--- src/rtl/controle_multiciclo_if.sv ---
// ---------------------------------------------------------------------------
// controle_multiciclo_if
// Bundles the signals exchanged between the multicycle MIPS control FSM and
// its datapath (instruction fields, memory handshake, mux selects, write
// enables and the ULA operation code).
//   master : the control FSM (reads opcode/funct/mem_ready, drives the rest)
//   slave  : the datapath side (drives opcode/funct/mem_ready, reads the rest)
// ---------------------------------------------------------------------------
interface controle_multiciclo_if #(
    parameter int OPC_W = 6,
    parameter int FUN_W = 6
);
    logic [OPC_W-1:0] opcode;
    logic [FUN_W-1:0] funct;
    logic             mem_ready;
    logic             pc_write;
    logic             pc_write_cond;
    logic             i_or_d;
    logic             mem_read;
    logic             mem_write;
    logic             ir_write;
    logic             mem_to_reg;
    logic             reg_dst;
    logic             reg_write;
    logic             alu_src_a;
    logic [1:0]       alu_src_b;
    logic [1:0]       pc_source;
    logic [3:0]       inputULA;
    logic             illegal;
    logic [3:0]       state;

    modport master (
        input  opcode, funct, mem_ready,
        output pc_write, pc_write_cond, i_or_d, mem_read, mem_write, ir_write,
               mem_to_reg, reg_dst, reg_write, alu_src_a, alu_src_b,
               pc_source, inputULA, illegal, state
    );

    modport slave (
        output opcode, funct, mem_ready,
        input  pc_write, pc_write_cond, i_or_d, mem_read, mem_write, ir_write,
               mem_to_reg, reg_dst, reg_write, alu_src_a, alu_src_b,
               pc_source, inputULA, illegal, state
    );
endinterface

--- src/rtl/controle_multiciclo.sv ---
// ---------------------------------------------------------------------------
// controle_multiciclo
// Main control FSM of a multicycle MIPS (R-type add/sub/and/or/slt, lw, sw,
// beq, j, addi). Each instruction walks through fetch, decode, execute,
// memory and writeback states; memory accesses stall on mem_ready.
// Ports:
//   clk : system clock, rising edge
//   rst : asynchronous active-high reset, forces FETCH
//   bus : master side of controle_multiciclo_if (opcode/funct/mem_ready in,
//         datapath selects, write enables, inputULA, illegal, state out)
// ---------------------------------------------------------------------------
module controle_multiciclo #(
    parameter int OPC_W = 6,
    parameter int FUN_W = 6
) (
    input  logic                  clk,
    input  logic                  rst,
    controle_multiciclo_if.master bus
);

    typedef enum logic [3:0] {
        FETCH     = 4'd0,
        DECODE    = 4'd1,
        MEM_ADDR  = 4'd2,
        MEM_READ  = 4'd3,
        MEM_WB    = 4'd4,
        MEM_WRITE = 4'd5,
        EXECUTE   = 4'd6,
        R_WB      = 4'd7,
        BRANCH    = 4'd8,
        JUMP      = 4'd9,
        ADDI_EXEC = 4'd10,
        ADDI_WB   = 4'd11
    } stateT;

    localparam logic [OPC_W-1:0] OP_RTYPE = OPC_W'(6'b000000);
    localparam logic [OPC_W-1:0] OP_LW    = OPC_W'(6'b100011);
    localparam logic [OPC_W-1:0] OP_SW    = OPC_W'(6'b101011);
    localparam logic [OPC_W-1:0] OP_BEQ   = OPC_W'(6'b000100);
    localparam logic [OPC_W-1:0] OP_J     = OPC_W'(6'b000010);
    localparam logic [OPC_W-1:0] OP_ADDI  = OPC_W'(6'b001000);

    localparam logic [FUN_W-1:0] FN_ADD = FUN_W'(6'b100000);
    localparam logic [FUN_W-1:0] FN_SUB = FUN_W'(6'b100010);
    localparam logic [FUN_W-1:0] FN_AND = FUN_W'(6'b100100);
    localparam logic [FUN_W-1:0] FN_OR  = FUN_W'(6'b100101);
    localparam logic [FUN_W-1:0] FN_SLT = FUN_W'(6'b101010);

    localparam logic [3:0] ULA_ADD = 4'b0010;
    localparam logic [3:0] ULA_SUB = 4'b0110;
    localparam logic [3:0] ULA_AND = 4'b0000;
    localparam logic [3:0] ULA_OR  = 4'b0001;
    localparam logic [3:0] ULA_SLT = 4'b0111;

    stateT      r_state;
    stateT      w_nextState;
    logic       w_functLegal;
    logic [3:0] w_functUla;

    // State register. Reset drops straight back to FETCH so any instruction
    // in flight is abandoned before it can raise another write enable.
    always_ff @(posedge clk or posedge rst) begin
        if (rst) begin
            r_state <= FETCH;
        end else begin
            r_state <= w_nextState;
        end
    end

    // Funct decoder shared by DECODE (is this R-type supported at all?) and
    // EXECUTE (which ULA operation to request).
    always_comb begin
        w_functLegal = 1'b1;
        w_functUla   = ULA_ADD;
        case (bus.funct)
            FN_ADD:  w_functUla = ULA_ADD;
            FN_SUB:  w_functUla = ULA_SUB;
            FN_AND:  w_functUla = ULA_AND;
            FN_OR:   w_functUla = ULA_OR;
            FN_SLT:  w_functUla = ULA_SLT;
            default: w_functLegal = 1'b0;
        endcase
    end

    // Next-state and output decode. Everything defaults to 0 so each state
    // only lists what it asserts; unknown state codes fall into the default
    // branch and return to FETCH with every output low. In FETCH the PC and
    // IR loads follow mem_ready, but are held off while rst is high.
    always_comb begin
        w_nextState       = FETCH;
        bus.pc_write      = 1'b0;
        bus.pc_write_cond = 1'b0;
        bus.i_or_d        = 1'b0;
        bus.mem_read      = 1'b0;
        bus.mem_write     = 1'b0;
        bus.ir_write      = 1'b0;
        bus.mem_to_reg    = 1'b0;
        bus.reg_dst       = 1'b0;
        bus.reg_write     = 1'b0;
        bus.alu_src_a     = 1'b0;
        bus.alu_src_b     = 2'b00;
        bus.pc_source     = 2'b00;
        bus.inputULA      = 4'b0000;
        bus.illegal       = 1'b0;
        case (r_state)
            FETCH: begin
                bus.mem_read  = 1'b1;
                bus.alu_src_b = 2'b01;
                bus.inputULA  = ULA_ADD;
                bus.pc_write  = bus.mem_ready & ~rst;
                bus.ir_write  = bus.mem_ready & ~rst;
                w_nextState   = bus.mem_ready ? DECODE : FETCH;
            end
            DECODE: begin
                bus.alu_src_b = 2'b11;
                bus.inputULA  = ULA_ADD;
                case (bus.opcode)
                    OP_RTYPE: begin
                        if (w_functLegal) begin
                            w_nextState = EXECUTE;
                        end else begin
                            bus.illegal = 1'b1;
                        end
                    end
                    OP_LW, OP_SW: w_nextState = MEM_ADDR;
                    OP_BEQ:       w_nextState = BRANCH;
                    OP_J:         w_nextState = JUMP;
                    OP_ADDI:      w_nextState = ADDI_EXEC;
                    default:      bus.illegal = 1'b1;
                endcase
            end
            MEM_ADDR: begin
                bus.alu_src_a = 1'b1;
                bus.alu_src_b = 2'b10;
                bus.inputULA  = ULA_ADD;
                w_nextState   = (bus.opcode == OP_LW) ? MEM_READ : MEM_WRITE;
            end
            MEM_READ: begin
                bus.mem_read = 1'b1;
                bus.i_or_d   = 1'b1;
                w_nextState  = bus.mem_ready ? MEM_WB : MEM_READ;
            end
            MEM_WB: begin
                bus.reg_write  = 1'b1;
                bus.mem_to_reg = 1'b1;
            end
            MEM_WRITE: begin
                bus.mem_write = 1'b1;
                bus.i_or_d    = 1'b1;
                w_nextState   = bus.mem_ready ? FETCH : MEM_WRITE;
            end
            EXECUTE: begin
                bus.alu_src_a = 1'b1;
                bus.inputULA  = w_functUla;
                w_nextState   = R_WB;
            end
            R_WB: begin
                bus.reg_write = 1'b1;
                bus.reg_dst   = 1'b1;
            end
            BRANCH: begin
                bus.alu_src_a     = 1'b1;
                bus.inputULA      = ULA_SUB;
                bus.pc_write_cond = 1'b1;
                bus.pc_source     = 2'b01;
            end
            JUMP: begin
                bus.pc_write  = 1'b1;
                bus.pc_source = 2'b10;
            end
            ADDI_EXEC: begin
                bus.alu_src_a = 1'b1;
                bus.alu_src_b = 2'b10;
                bus.inputULA  = ULA_ADD;
                w_nextState   = ADDI_WB;
            end
            ADDI_WB: begin
                bus.reg_write = 1'b1;
            end
            default: begin
                w_nextState = FETCH;
            end
        endcase
    end

    assign bus.state = r_state;

endmodule

--- src/flat_wrapper.sv ---
// flat-port wrapper written by rule: the top's interface ports become plain ports
module controle_multiciclo_flat 
#(
    parameter int OPC_W = 6,
    parameter int FUN_W = 6
)
  (clk, rst, bus_opcode, bus_funct, bus_mem_ready, bus_pc_write, bus_pc_write_cond, bus_i_or_d, bus_mem_read, bus_mem_write, bus_ir_write, bus_mem_to_reg, bus_reg_dst, bus_reg_write, bus_alu_src_a, bus_alu_src_b, bus_pc_source, bus_inputULA, bus_illegal, bus_state);
  controle_multiciclo_if #(.OPC_W(OPC_W), .FUN_W(FUN_W)) bus_i ();
  input  logic clk;
  input  logic rst;
  input wire logic [$bits(bus_i.opcode)-1:0] bus_opcode;
  input wire logic [$bits(bus_i.funct)-1:0] bus_funct;
  input wire logic [$bits(bus_i.mem_ready)-1:0] bus_mem_ready;
  output wire logic [$bits(bus_i.pc_write)-1:0] bus_pc_write;
  output wire logic [$bits(bus_i.pc_write_cond)-1:0] bus_pc_write_cond;
  output wire logic [$bits(bus_i.i_or_d)-1:0] bus_i_or_d;
  output wire logic [$bits(bus_i.mem_read)-1:0] bus_mem_read;
  output wire logic [$bits(bus_i.mem_write)-1:0] bus_mem_write;
  output wire logic [$bits(bus_i.ir_write)-1:0] bus_ir_write;
  output wire logic [$bits(bus_i.mem_to_reg)-1:0] bus_mem_to_reg;
  output wire logic [$bits(bus_i.reg_dst)-1:0] bus_reg_dst;
  output wire logic [$bits(bus_i.reg_write)-1:0] bus_reg_write;
  output wire logic [$bits(bus_i.alu_src_a)-1:0] bus_alu_src_a;
  output wire logic [$bits(bus_i.alu_src_b)-1:0] bus_alu_src_b;
  output wire logic [$bits(bus_i.pc_source)-1:0] bus_pc_source;
  output wire logic [$bits(bus_i.inputULA)-1:0] bus_inputULA;
  output wire logic [$bits(bus_i.illegal)-1:0] bus_illegal;
  output wire logic [$bits(bus_i.state)-1:0] bus_state;
  assign bus_i.opcode = bus_opcode;
  assign bus_i.funct = bus_funct;
  assign bus_i.mem_ready = bus_mem_ready;
  assign bus_pc_write = bus_i.pc_write;
  assign bus_pc_write_cond = bus_i.pc_write_cond;
  assign bus_i_or_d = bus_i.i_or_d;
  assign bus_mem_read = bus_i.mem_read;
  assign bus_mem_write = bus_i.mem_write;
  assign bus_ir_write = bus_i.ir_write;
  assign bus_mem_to_reg = bus_i.mem_to_reg;
  assign bus_reg_dst = bus_i.reg_dst;
  assign bus_reg_write = bus_i.reg_write;
  assign bus_alu_src_a = bus_i.alu_src_a;
  assign bus_alu_src_b = bus_i.alu_src_b;
  assign bus_pc_source = bus_i.pc_source;
  assign bus_inputULA = bus_i.inputULA;
  assign bus_illegal = bus_i.illegal;
  assign bus_state = bus_i.state;
  controle_multiciclo #(.OPC_W(OPC_W), .FUN_W(FUN_W)) u_core (.clk(clk), .rst(rst), .bus(bus_i));
endmodule
--- config.mk ---
export PLATFORM = sky130hd
export DESIGN_NAME = controle_multiciclo_flat
export DESIGN_NICKNAME = d
export VERILOG_FILES = /design/src/rtl/controle_multiciclo_if.sv /design/src/rtl/controle_multiciclo.sv /design/src/flat_wrapper.sv
export SDC_FILE = /design/constraint.sdc
export NUM_CORES = 1
export LEC_CHECK = 0
export ABC_CLOCK_PERIOD_IN_PS = 2500
export CORE_AREA = 4 4 43 63
export DETAILED_ROUTE_END_ITERATION = 8
export DIE_AREA = 0 0 47 67
export PLACE_DENSITY = 0.69
export SYNTH_ARGS = -nofsm -noshare
export SYNTH_HDL_FRONTEND = slang
export SYNTH_SLANG_ARGS = --single-unit
export TNS_END_PERCENT = 1
--- constraint.sdc ---
create_clock -name clk -period 2.5 [get_ports clk]
set_input_delay 0.75 -clock clk [delete_from_list [all_inputs] [get_ports clk]]
set_output_delay 0.75 -clock clk [all_outputs]
set_load 0.05 [all_outputs]
# Word-level counts from Yosys, hierarchy flattened
# Cells that the tools add are included.
dict set report classes {
  n_mux 25
  n_reduce_logical 11
  eq_ne 21
  bitwise_logic 2
}
# cell count
set op_table {}
lappend op_table {{$eq 6x6->1 const B} 7}
lappend op_table {{$pmux 4 s7} 1}
lappend op_table {{$pmux 4 s5} 1}
lappend op_table {{$eq 4x3->1 const B} 4}
lappend op_table {{$eq 4x4->1 const B} 4}
lappend op_table {{$mux 1} 13}
lappend op_table {{$mux 3} 4}
lappend op_table {{$pmux 3 s4} 1}
lappend op_table {{$pmux 4 s3} 1}
lappend op_table {{$reduce_or 5->1} 2}
lappend op_table {{$eq 4x2->1 const B} 2}
lappend op_table {{$reduce_or 2->1} 4}
lappend op_table {{$reduce_or 4->1} 2}
lappend op_table {{$eq 6x2->1 const B} 1}
lappend op_table {{$eq 6x3->1 const B} 1}
lappend op_table {{$eq 6x4->1 const B} 1}
lappend op_table {{$logic_not 6->1} 1}
lappend op_table {{$pmux 2 s3} 1}
lappend op_table {{$eq 4x1->1 const B} 1}
lappend op_table {{$logic_not 4->1} 1}
lappend op_table {{$pmux 1 s2} 2}
lappend op_table {{$pmux 2 s2} 1}
lappend op_table {{$reduce_or 3->1} 1}
lappend op_table {{$and 1x1->1} 1}
lappend op_table {{$not 1->1} 1}
dict set report totals {
  wordCells 60
  input_bits 15
  out_inout_bits 23
  register_bits 4
}

# Longest topological paths before layout
# Gate-level depths: netlist (run 1).
dict set report logic_depth {
  word_depth 6
  mapped_depth 6
  ltp_nobuf 4
}

# Worst setup path after synthesis (run 1)
# No wires, ideal clock.
dict set report synth_path {
  path_type {flip-flop to output port}
  from {reg u_core.r_state[2] (netlist: u_core.bus.state[2])}
  to {out bus_pc_write}
  required_time_ns 1.750
  n_path_buf 1
  path_stages_with_launch 5
  arrival_time_ns 2.572
  path_slack_ns -0.822
  path_cell_list {dfrtp_1 > buf_2 > or2_2 > nor4b_2 > or2_1}
}
dict set report synth_via {
  elab_chain_len 2
  elab_cells_between_ends 3
  cone_classes {eq/ne: 1; mux: 1; reduce/logical: 1}
}
# element line
set synth_rtl {}
lappend synth_rtl {{start: declaration} controle_multiciclo.sv:55} ;# stateT r_state;
lappend synth_rtl {{start signal: assignment} controle_multiciclo.sv:66} ;# r_state <= w_nextState;
lappend synth_rtl {{$eq 4x4->1 or $logic_not 4->1 (tied branches)} controle_multiciclo.sv:105} ;# case (r_state)
lappend synth_rtl {{$pmux 1 s2 (*)} controle_multiciclo.sv:105}
lappend synth_rtl {{end: declaration} flat_wrapper.sv:14} ;# output wire logic [$bits(bus_i.pc_write)-1:0] bus_pc_write;
# Every way passes the cells marked *; elsewhere a longest branch is shown, timed or not.

# Worst setup path in the final report (run 1)
dict set report layout_path {
  from {in bus_opcode[4]}
  to {out bus_illegal}
}
dict set report layout_via {
  elab_chain_len 4
  elab_cells_between_ends 9
  cone_classes {eq/ne: 5; mux: 2; reduce/logical: 2}
}
# element line
set layout_rtl {}
lappend layout_rtl {{start: declaration} flat_wrapper.sv:11} ;# input wire logic [$bits(bus_i.opcode)-1:0] bus_opcode;
lappend layout_rtl {{$eq 6x6->1, or another cell as far along} controle_multiciclo.sv:117} ;# case (bus.opcode)
lappend layout_rtl {{$reduce_or 5->1 (no line)} n/a}
lappend layout_rtl {{$pmux 1 s2 (*)} controle_multiciclo.sv:117}
lappend layout_rtl {{$mux 1 (*)} controle_multiciclo.sv:105}
lappend layout_rtl {{end: declaration} flat_wrapper.sv:27} ;# output wire logic [$bits(bus_i.illegal)-1:0] bus_illegal;
# Marks and branches as above.

==> results of run 1 <==
## power groups by stage
stage	logic (mW)	clock network (mW)	registers [mW]
2_1_floorplan	0.0877	0	0.0752
3_3_place_gp	0.177	0	0.0731
3_5_place_dp	0.180	0	0.0734
4_1_cts	0.184	0.0894	0.0726
5_1_grt	0.195	0.0929	0.0732
6_report	0.184	0.0878	0.0726
## synth_stat cells, drive strengths merged, types with 2 or more instances
cell / n
inv: 5
nor4b: 2
a21oi: 5
nand2: 3
a2111oi: 2
a211oi: 3
nand2b: 6
nor3b: 4
nor2: 13
o21ai: 9
clkbuf: 3
buf: 5
nand3: 3
or2: 4
o22ai: 2
or3: 4
dfrtp: 4
## repair_timing
action	in CTS	in global routing
gates resized for setup	49	9
pin swaps	10	7
setup endpoints to repair	6	4
setup buffers	2	0
## metal layers
metal	part of all wire	vias to the layer above	wire length, um	track usage
met5	0	-	0	0
met4	0.0035	0	8	0.0208
met3	0.060	2	139	0.00270
met2	0.59	41	1360	0.328
met1	0.35	421	809	0.159
li1	-	457	-	-
## layout make-up
cell class,count,share of cell area
clock buffers,4,0.0178
inverters,5,0.0127
multi-input cells,81,0.442
flip-flops and latches,4,0.0705
well taps,23,0.0195
repair buffers,54,0.437
## metrics by stage
step,instances,cell area [sq um],utilization,setup slack [ns]
after CTS,171,1480,0.668,-0.195
after global routing,171,1470,0.668,-0.223
final,171,1470,0.668,-0.158
after detailed placement,165,1400,0.636,-0.583
after floorplan,98,779,-,-0.253
after global placement,165,1400,0.636,-0.577
## worst paths after layout
kind	slack [ns]	depth (start not counted)	start	endpoint
setup / recovery	-0.16	6	bus_opcode[4]	bus_illegal
hold / removal	0.69	3	rst	u_core.bus.state[1]$_DFF_PP0_
setup reg to reg	0.91	5	u_core.bus.state[3]$_DFF_PP0_	u_core.bus.state[3]$_DFF_PP0_
hold reg to reg	0.71	2	u_core.bus.state[3]$_DFF_PP0_	u_core.bus.state[2]$_DFF_PP0_
max in group asynchronous	1.64	3	rst	u_core.bus.state[0]$_DFF_PP0_
min in group clk	0.71	2	u_core.bus.state[3]$_DFF_PP0_	u_core.bus.state[2]$_DFF_PP0_
## worst max-delay path, cell delays in order
cell and delay, ns:
dlygate4sd2_1 0.24, or3_4 0.38, nor3_4 0.14, and2_4 0.18
a2111oi_4 0.05, buf_12 0.16
## kinds of logic (layout without fill, tap and decap cells)
family | after synthesis | after routing | share of synthesized area
compound gates | 30 | 30 | 0.322
xor+xnor | 2 | 2 | 0.0244
buf+inv | 13 | 63 | 0.106
flops | 4 | 4 | 0.139
mux | 1 | 1 | 0.0157
other cells | 1 | 1 | 0.00521
simple gates | 47 | 47 | 0.388
==> results by stage, run 1 <==
Outcome:
- The flow ran to the end, but the final reports show violations.
- The final reports fail on setup timing.

STA:
- The shortest period the worst path allows is 2.66 ns.
- The number of max-slew violations in the final report is 0.
- The maximum frequency from static timing analysis is 376 MHz.
- The setup skew after layout is roughly 0.011 ns.
- The worst hold slack is 0.690 ns.
- Setup repair after global routing could not meet its margin everywhere.
- The hold violation count in the final report was 0.
- The final critical-path setup slack is -0.158 ns.
- The setup violation total in the final timing report is 3.
- The final critical-path share of the clock period is 1.06.
- The setup TNS is -0.171 ns.

Power:
- The share of total power dissipated in the clock network is 0.255.
- The worst-case IR drop observed on VDD is about 0.19 mV.
- Of the total power, combinational logic draws 0.534.
- The internal portion of the total power is 215 uW.
- Summed over all cells, the static leakage comes to 0.589 nW.
- The overall power after layout is 344 uW.
- The total power divided by cell area is 233 nW/um^2.
- Of the total power, the share spent switching nets is 0.375.
- The power dissipated by switching net loads is roughly 130 uW.
- The share of total power dissipated in sequential elements is 0.211.

Placement:
- The weighted congestion at the end of routability-driven global placement is 0.849.
- Detailed placement finished with a half-perimeter wire length of 1890 um.
- Port buffering added 36 buffers.

Synthesis:
- For this run, the register share of the synthesized area comes to 0.139.
- The synthesized design spends more area on one cell type than any other, namely dfrtp_1.
- The area share of the leading cell type in the synthesized netlist is 0.139.
- After synthesis, the cell types taking the most area are dfrtp_1, nor2_1, nand2b_1, o21ai_0, nor3b_1.
- The netlist area before placement is 719 sq um.
- The mean cell area of the mapped netlist is between 7 and 8 sq um.
- Counting every instance in the synthesized netlist gives 98.
- The count of state elements after synthesis is 4.
- The most used flip-flop cell after synthesis is dfrtp_1.
- The synthesized netlist contains between 40 and 50 unique library cells.
- The number of synthesized flops with an enable pin is 0.
- The synthesized net count is about 110.
- The Yosys warning count is 0.
- The async set or reset register ratio after synthesis is 1.00.

Critical path:
- At the worst endpoint, the required time is 1.75 ns.
- The nature of the critical path startpoint is an input port.
- The worst setup path is of the input port to output pin kind.
- The worst setup path is captured at an output pin.
- The largest fanout on the critical path is 2.
- The arrival time at the worst endpoint is 1.91 ns.

Floorplanning:
- The core area is 2210 sq um.
- The floorplan die width is 47 um.
- From bottom edge to top edge, the die measures about 67 um.
- For this configuration, the core starts out at a cell density of 0.326.
- The number of top-level pins is 38.
- The initialized floorplan defines 21 standard-cell rows.
- The total die area is roughly 3100 sq um.

Clock network:
- TritonCTS built the clock tree.
- The CTS H-tree depth is 1.
- The number of buffers created by CTS is 3.
- After clock tree synthesis, the clock-pin slew on the worst setup and hold paths is around 0.04 ns.
- The later pin in the worst-skew pair is clocked with a latency of 0.24 ns.
- The clock passes through at most 2 buffers.
- The number of buffers inserted by hold repair at cts is 0.
- For this design, the sink count on the clock tree is 4.
- The cell sitting at the root of the clock tree is a clkbuf_4.

Routing:
- The wire length per cell is 13.5 um.
- The final layout contains routed wiring with a total length of 2320 um.
- The total via count in the routed design is between 900 and 1k.
- The post-route DRC violation count is 0.
- In this run, the number of DRC markers left after iteration 0 of detailed routing was 20.
- The detail-routed via count per cell is 5.39.
- The pre-antenna-repair detailed-routing pass consisted of 4 iterations.
- The remaining number of nets flagged by the antenna check after routing is 0.

Finish:
- The storage element area is about 100 sq um.
- The library cell used most frequently in the layout, excluding fill and tap cells, is buf_4.
- The multi-input combinational cells in the finished layout cover a total of 652 sq um.
- Counting the fill cells in the layout gives between 150 and 200.
- The number of antenna diodes in the final layout is 0.
- The flip-flop count of the largest register, all copies and words added is 4.
- In the layout the commonest cells are buf_4, buf_12, nor2_1.
- The total number of nets in the final design is 164.
- The layout cell share with drive strength beyond 1 is 0.541.
- The area growth from synthesis to layout is 105%.

GRT:
- The total routing usage reported by global routing is 0.156.
- The number of antenna violations at the first check in global routing came to 0.
- Entering global routing, the biggest net connects 16 pins.
- The first global-routing pass estimated 3770 um of wire.
- The number of global-route vias before repair is 867.
- For this run the aggregate overflow at the end of global routing stands at 0.

Flow run:
- Max-cap violations in this run came to 0.

Min path:
- The path class of the lowest-slack min-delay path is input port to asynchronous set/reset pin.
Note: power is estimated with default switching activity, not from simulation.
==> run 2: changes to the inputs <==
--- a/config.mk
+++ b/config.mk
@@ -5,10 +5,11 @@
 export SDC_FILE = /design/constraint.sdc
 export NUM_CORES = 1
 export LEC_CHECK = 0
-export ABC_CLOCK_PERIOD_IN_PS = 2500
+export ABC_CLOCK_PERIOD_IN_PS = 3290
 export CORE_AREA = 4 4 43 63
 export DETAILED_ROUTE_END_ITERATION = 8
 export DIE_AREA = 0 0 47 67
+export HOLD_SLACK_MARGIN = 0.02
 export PLACE_DENSITY = 0.69
 export SYNTH_ARGS = -nofsm -noshare
 export SYNTH_HDL_FRONTEND = slang
==> constraint.sdc (replaced) <==
create_clock -name clk -period 3.29 [get_ports clk]
set_input_delay 0.987 -clock clk [delete_from_list [all_inputs] [get_ports clk]]
set_output_delay 0.987 -clock clk [all_outputs]
set_load 0.02 [all_outputs]
==> run 2 against run 1 <==
Compared with the run above:
- the flow now finishes without violations
- register-to-register slack improved by 0.87 ns
- critical endpoint unchanged
- critical path type unchanged
- combinational power fell by 49%
- die area did not move
==> results by stage, run 2 (synthesis gave the netlist of run 1 again) <==
Critical path:
- The delay of the slowest cell on the worst path is roughly 0.30 ns.
- Data on the critical path is required at its endpoint by 2.30 ns.
- The slowest stage of the critical path is the a2111oi_2 cell.
- The largest fanout on the critical path is 4.
- STA classifies the critical path endpoint as an output pin.
- Traced cell by cell, the critical path runs through clkdlybuf4s15_1 -> xor2_1 -> o211ai_1 -> o21ai_1 -> a2111oi_2 -> buf_2.
- The arrival time at the worst endpoint is 2.22 ns.
- STA classifies the critical path startpoint as an input port.
- The critical path startpoint is bus_opcode[1].
- The worst register-to-register path begins at u_core.bus.state[3]$_DFF_PP0_.
- The setup path with the least slack is of type input port to output pin.

Clock network:
- The clock insertion delay at the later pin of the skew report is 0.22 ns.
- The clock sink total is 4.
- The clock root buffer is clkbuf_4.
- The clock transition at the registers of the reported paths is approximately 0.030 ns.
- The worst-case clock buffer depth is 2.
- Hold repair after CTS inserted 0 buffers.
- The CTS H-tree depth is 1.
- TritonCTS created 3 clock buffers.
- TritonCTS built the clock tree.

Power:
- The analysis attributes to cell leakage a power of 0.495 nW.
- The design draws between 200 and 250 uW.
- The total power divided by cell area is 170 nW/um^2.
- The peak supply drop is 0.124 mV.

Routing:
- The detailed-router iteration count before antenna repair is 2.
- The post-route DRC violation count is 0.
- The final route contains 880 vias.
- After detailed routing, the total wire length is between 2000 and 2500 um.
- In the final routed layout, each cell accounts on average for 12.8 um.
- The count of nets left with antenna violations once routing finished came out at 0.
- Using the TritonRoute via totals, the vias-per-cell ratio works out to between 5 and 6.
- The count of routing violations after the opening detailed-route iteration is 13.

Floorplanning:
- The die covers 3150 sq um.
- For this configuration, the core starts out at a cell density of 0.326.
- The row count is 21.
- The core area is 2210 sq um.
- In this run the vertical extent of the chip is 67 um.
- 38 I/O pins were placed.
- The floorplan die width is 47 um.

Finish:
- The number of inserted filler cells in the final layout is 239.
- The post-layout instance count excluding filler cells is approximately 170.
- The number of antenna diodes in the final layout is 0.
- The storage element area is 100 sq um.
- Summing all multi-input logic gate instances after layout gives 572 sq um.
- In the final layout, the share of cells above drive strength 1 is 0.269.
- The finished cells cover 1190 sq um.
- The register with the most flip-flops in the layout has 4 of them.
- After the last flow step, the layout net total stands at approximately 160.
- The area growth from synthesis to layout is 66.1%.
- In the layout the commonest cells are clkdlybuf4s50_1, buf_4, nor2_1.

Placement:
- The congestion estimate from routability-driven global placement came to 0.831.
- The number of cells after detailed placement is 164.
- Prior to clock tree synthesis, the placed netlist has a worst setup slack of -0.670 ns.
- The post-detailed-placement half-perimeter wirelength is roughly 1800 um.
- Once placement finished, the instance area stood at approximately 1200 sq um.
- Buffers placed on the I/O ports in this run total 36.

Min path:
- The start point of the worst hold path is u_core.bus.state[3]$_DFF_PP0_.
- The path class of the lowest-slack min-delay path is flip-flop to flip-flop.

STA:
- The setup skew after layout is between 0.0005 and 0.0006 ns.
- In the post-route analysis, the smallest setup slack over all paths is 0.0798 ns.
- The hold violation count in the final report is 0.
- The number of max-slew violations in the final report is 0.
- The maximum frequency from static timing analysis is 312 MHz.
- Setup violations remaining at the end of the flow were counted as 0.
- The smallest clock period supported by the final layout is computed as 3.21 ns.
- Of the available clock period, the critical path in the final layout requires 0.976.

GRT:
- The number of antenna violations at the first check in global routing came to 0.
- The number of global-route vias before repair is 846.
- The pin count of the biggest net entering global routing is 16.
- The total routing usage reported by global routing is 0.143.
- The overall overflow remaining after global route is 0.
- The wire length of the first global-routing pass is 3480 um.

Flow run:
- Max-cap violations in this run came to 0.

Outcome:
- The flow ran to the end, and the final reports show no timing, DRC or antenna violations.
run 2: per-stage QoR:
stage | utilization | hold slack [ns] | setup TNS [ns]
2_1_floorplan | - | 0.753 | 0
3_3_place_gp | 0.527 | 0.700 | -2.32
3_5_place_dp | 0.527 | 0.699 | -2.44
4_1_cts | 0.524 | 0.705 | -0.0202
5_1_grt | 0.541 | 0.763 | -0.00949
6_report | 0.541 | 0.710 | 0
run 2: path summary, 6_finish.rpt:
path	slack, ns	depth (start not counted)	end
min in group asynchronous	1.02	2	u_core.bus.state[3]$_DFF_PP0_
min reg2reg	0.71	2	u_core.bus.state[2]$_DFF_PP0_
max	0.08	6	bus_illegal
min	0.71	2	u_core.bus.state[2]$_DFF_PP0_
max in group asynchronous	2.12	2	u_core.bus.state[0]$_DFF_PP0_
max reg2reg	1.78	5	u_core.bus.state[3]$_DFF_PP0_
run 2: report_power, final:
group          switching (mW)  internal (mW)  total, mW
Combinational          0.0470         0.0464     0.0933
Clock                  0.0158         0.0405     0.0563
Sequential            0.00249         0.0507     0.0532
Total                  0.0652          0.138      0.203
run 2: cell type report:
cell class | instances | area share
multi-input cells | 81 | 0.479
clock buffers | 3 | 0.0188
inverters | 5 | 0.0157
repair buffers | 52 | 0.379
well taps | 23 | 0.0241
flip-flops and latches | 4 | 0.0838
run 2: timing repair:
| action | 4_1_cts | 5_1_grt |
|---|---|---|
| resized for setup | 31 | 11 |
| pin swaps | 3 | 6 |
| endpoints found under the setup margin | 6 | 3 |
| buffers inserted | 0 | 1 |
run 2: routing by layer:
metal  global-route usage  up-vias  routed length, um
met5                    0        -                  0
met4               0.0242        0                 32
met3              0.00811        4                108
met2                0.293       23               1250
met1                0.147      398                766
li1                     -      455                  -
run 2: worst max-delay path, delay by kind of cell:
family	cells	cell delay [ns]
AOI/OAI and AO/OA	3	0.64
xor gates and xnor gates	1	0.16
buffers and inverters	2	0.44
==> run 3: changes to the inputs <==
--- a/config.mk
+++ b/config.mk
@@ -5,12 +5,13 @@
 export SDC_FILE = /design/constraint.sdc
 export NUM_CORES = 1
 export LEC_CHECK = 0
-export ABC_CLOCK_PERIOD_IN_PS = 3290
-export CORE_AREA = 4 4 43 63
+export ABC_AREA = 1
+export ABC_CLOCK_PERIOD_IN_PS = 3600
+export CORE_AREA = 4 4 47 49
 export DETAILED_ROUTE_END_ITERATION = 8
-export DIE_AREA = 0 0 47 67
+export DIE_AREA = 0 0 51 53
 export HOLD_SLACK_MARGIN = 0.02
-export PLACE_DENSITY = 0.69
+export PLACE_DENSITY = 0.75
 export SYNTH_ARGS = -nofsm -noshare
 export SYNTH_HDL_FRONTEND = slang
 export SYNTH_SLANG_ARGS = --single-unit
==> constraint.sdc (replaced) <==
create_clock -name clk -period 3.6 [get_ports clk]
set_input_delay 1.08 -clock clk [delete_from_list [all_inputs] [get_ports clk]]
set_output_delay 1.08 -clock clk [all_outputs]
set_load 0.02 [all_outputs]
==> run 3 against run 2 <==
Compared with the run above:
- clock power fell by 3%
- sequential share of layout area grew 0.52 points
- die area is 14% lower
- core utilization grew 6.3 points
- power decreased by 12%
- critical path depth grew 1
- synthesized cell count up 23%
- register-to-register slack better by 0.57 ns
- area after synthesis is 15% lower
- clock skew hardly changed
- critical endpoint is now bus_inputULA[1]
- largest cell class is now non-clock buffers
- largest power group unchanged
==> results by stage, run 3 <==
Critical path:
- STA classifies the critical path endpoint as an output pin.
- STA puts the critical path data arrival time at 2.44 ns.
- The required arrival time at the worst endpoint is ~2.5 ns.
- The worst setup path is launched from an input port.
- The critical path in this run is classified as input port to output pin.
- Of all nets on the critical path, the largest fanout is 3.

Synthesis:
- The share of synthesized area in the top cell type comes to 0.172.
- In the synthesized netlist, the cells that appear most often are inv_1, nor2_1, nand2_1.
- Yosys printed 0 warnings.
- A synthesized cell averages just over 5 sq um.
- The number of synthesized flops with an enable pin is 0.
- The leading cell type by number of instances after synthesis is inv_1.
- Synthesis inferred 4 register bits.
- When the netlist entered floorplanning its net count stood at 136.
- Among all flip-flop cells after synthesis, the most frequent one is dfrtp_1.
- The netlist area before placement is 611 sq um.
- The cell count after synthesis is 121.
- The async set or reset register ratio after synthesis is 1.00.
- Summed over all instances, the cell type with the most area after synthesis is inv_1.
- For this run, the register share of the synthesized area comes to 0.164.
- The distinct cell type count of the synthesized netlist is 18.
- Ranked by total cell area, the synthesized netlist is headed by inv_1, dfrtp_1, nor2_1, nand2_1, nand3_1.

GRT:
- The number of antenna violations at the first check in global routing is 0.
- The wire length of the first global-routing pass is ~3000 um.
- The total routing usage reported by global routing is 0.141.
- The pin count of the biggest net entering global routing is 7.
- The number of global-route vias before repair is 801.
- Global routing finished with a remaining overflow of 0.

STA:
- The maximum frequency from static timing analysis is 284 MHz.
- After layout, the minimum clock period comes to 3.52 ns.
- The hold violation count in the final report was 0.
- Setup repair after global routing could not meet its margin everywhere.
- In the finished design, the share of the clock period the worst path needs comes to 0.978.
- The worst hold slack is just under 0.8 ns.
- The number of max-slew violations in the final report is 0.
- The setup skew after layout is 0.000403 ns.
- The setup TNS is 0 ns.
- The setup violation total in the final timing report is 0.

Routing:
- The total via count in the routed design is between 900 and 1k.
- After detailed routing, the number of vias per cell comes to 4.65.
- The remaining number of nets flagged by the antenna check after routing is 0.
- The post-route DRC violation count is 0.
- The count of routing violations after the opening detailed-route iteration is 11.
- The wire length per cell is 9.96 um.
- For this block, the routed nets add up to 1980 um of wire.
- The detailed-router iteration count before antenna repair is 4.

Floorplanning:
- From left edge to right edge, the die measures 51 um.
- The die height is 53 um.
- The core area is about 1900 sq um.
- The number of top-level pins is 38.
- The floorplan step defined a die boundary enclosing 2700 sq um.
- The row count is 16.
- The effective utilization at floorplan is 0.328.

Outcome:
- The run finished with clean final reports.

Placement:
- Once detailed placement completed, the half-perimeter wirelength came to 1730 um.
- The weighted congestion at the end of routability-driven global placement is 0.877.
- After detailed placement, the total cell area comes to 1090 sq um.
- During placement, the flow inserted port buffers numbering 36.

Finish:
- The flip-flop count of the largest register, all copies and words added is 4.
- In the final design database the tool counted approximately 190 nets.
- The signed area change from the synthesized netlist to the final layout is 84.2%.
- The top cell types in the final layout, fill and taps aside, are clkdlybuf4s50_1, inv_1, nand2_1.
- The most common cell after layout, fill and taps aside is clkdlybuf4s50_1.
- The number of inserted filler cells in the final layout is 184.
- In the final layout, the share of cells above drive strength 1 is 0.174.
- 0 antenna diodes ended up in the layout.
- Once layout is complete, the utilization of the core stands at 0.604.
- The finished cells cover 1120 sq um.

Clock network:
- Buffers inserted during clock tree synthesis total 3.
- The cell sitting at the root of the clock tree is a clkbuf_4.
- After clock tree synthesis, the clock-pin slew on the worst setup and hold paths is about 0.040 ns.
- In this run the number of H-tree levels came out at 1.
- The clock reaches the later pin of the worst-skew pair after 0.23 ns.
- The clock sink total is 4.
- The worst-case clock buffer depth is 2.
- TritonCTS built the clock tree.

Min path:
- The min-delay analysis places its worst path in the category flip-flop to flip-flop.

Power:
- Power spread over the standard cell area amounts to ~160 nW/um^2.
- The worst-case IR drop observed on VDD is 0.147 mV.
- The analysis attributes to cell leakage a power of ~0.66 nW.

Flow run:
- The max capacitance violation total is 0.
-- run 3: per-stage QoR --
step / worst slack, ns / power, mW / cells
after floorplan: 0.610 / 0.0808 / 121
after global placement: -0.272 / 0.122 / 196
after detailed placement: -0.325 / 0.124 / 196
after CTS: 0.00125 / 0.178 / 199
after global routing: -0.0449 / 0.188 / 199
final: 0.0799 / 0.179 / 199
-- run 3: final timing paths --
kind,endpoint,slack [ns],from,cells after the start
setup reg to reg,u_core.bus.state[0]$_DFF_PP0_,2.35,u_core.bus.state[1]$_DFF_PP0_,8
setup / recovery,bus_inputULA[1],0.08,bus_funct[0],7
min in group asynchronous,u_core.bus.state[0]$_DFF_PP0_,1.09,rst,2
hold reg to reg,u_core.bus.state[3]$_DFF_PP0_,0.77,u_core.bus.state[2]$_DFF_PP0_,3
max in group asynchronous,u_core.bus.state[3]$_DFF_PP0_,2.37,rst,2
hold / removal,u_core.bus.state[3]$_DFF_PP0_,0.77,u_core.bus.state[2]$_DFF_PP0_,3
-- run 3: final cells by class --
| class | count | area, sq um | share of cell area |
|---|---|---|---|
| Clock buffer | 3 | 22.5 | 0.0200 |
| Inverter | 30 | 113 | 0.100 |
| Multi-Input combinational cell | 85 | 395 | 0.352 |
| Sequential cell | 4 | 100 | 0.0890 |
| Tap cell | 27 | 33.8 | 0.0300 |
| Timing Repair Buffer | 50 | 460 | 0.409 |
-- run 3: cells by family after synthesis --
group,after synthesis,synth area share
other cells,1,0.00614
compound gates,13,0.117
simple gates,71,0.504
flops,4,0.164
buf+inv,32,0.209
-- run 3: timing repair --
action | CTS | global route
buffers inserted | 0 | 0
gates cloned | 0 | 0
endpoints found under the setup margin | 4 | 6
hold buffers | 0 | 0
resized for setup | 8 | 13
-- run 3: report_power, final --
part | leakage (nW) | switching [mW] | internal, mW
Clock | 0.0138 | 0.0172 | 0.0372
Sequential | 0.0544 | 0.00162 | 0.0464
Combinational | 0.591 | 0.0380 | 0.0382
Total | 0.659 | 0.0568 | 0.122
-- run 3: per-layer routing --
metal / vias to the layer above / wire [um] / track usage
met2: 37 / 1120 / 0.303
met3: 2 / 140 / 0.00563
met1: 413 / 702 / 0.139
met4: 0 / 17 / 0.0493
met5: - / 0 / 0
li1: 473 / - / -
-- run 3: worst max-delay path: stages --
cell,delay [ns]
clkdlybuf4s50_1,0.52
nor2_1,0.08
nand3_1,0.08
nand2_1,0.07
buf_4,0.13
o21ai_0,0.16
clkdlybuf4s15_1,0.33
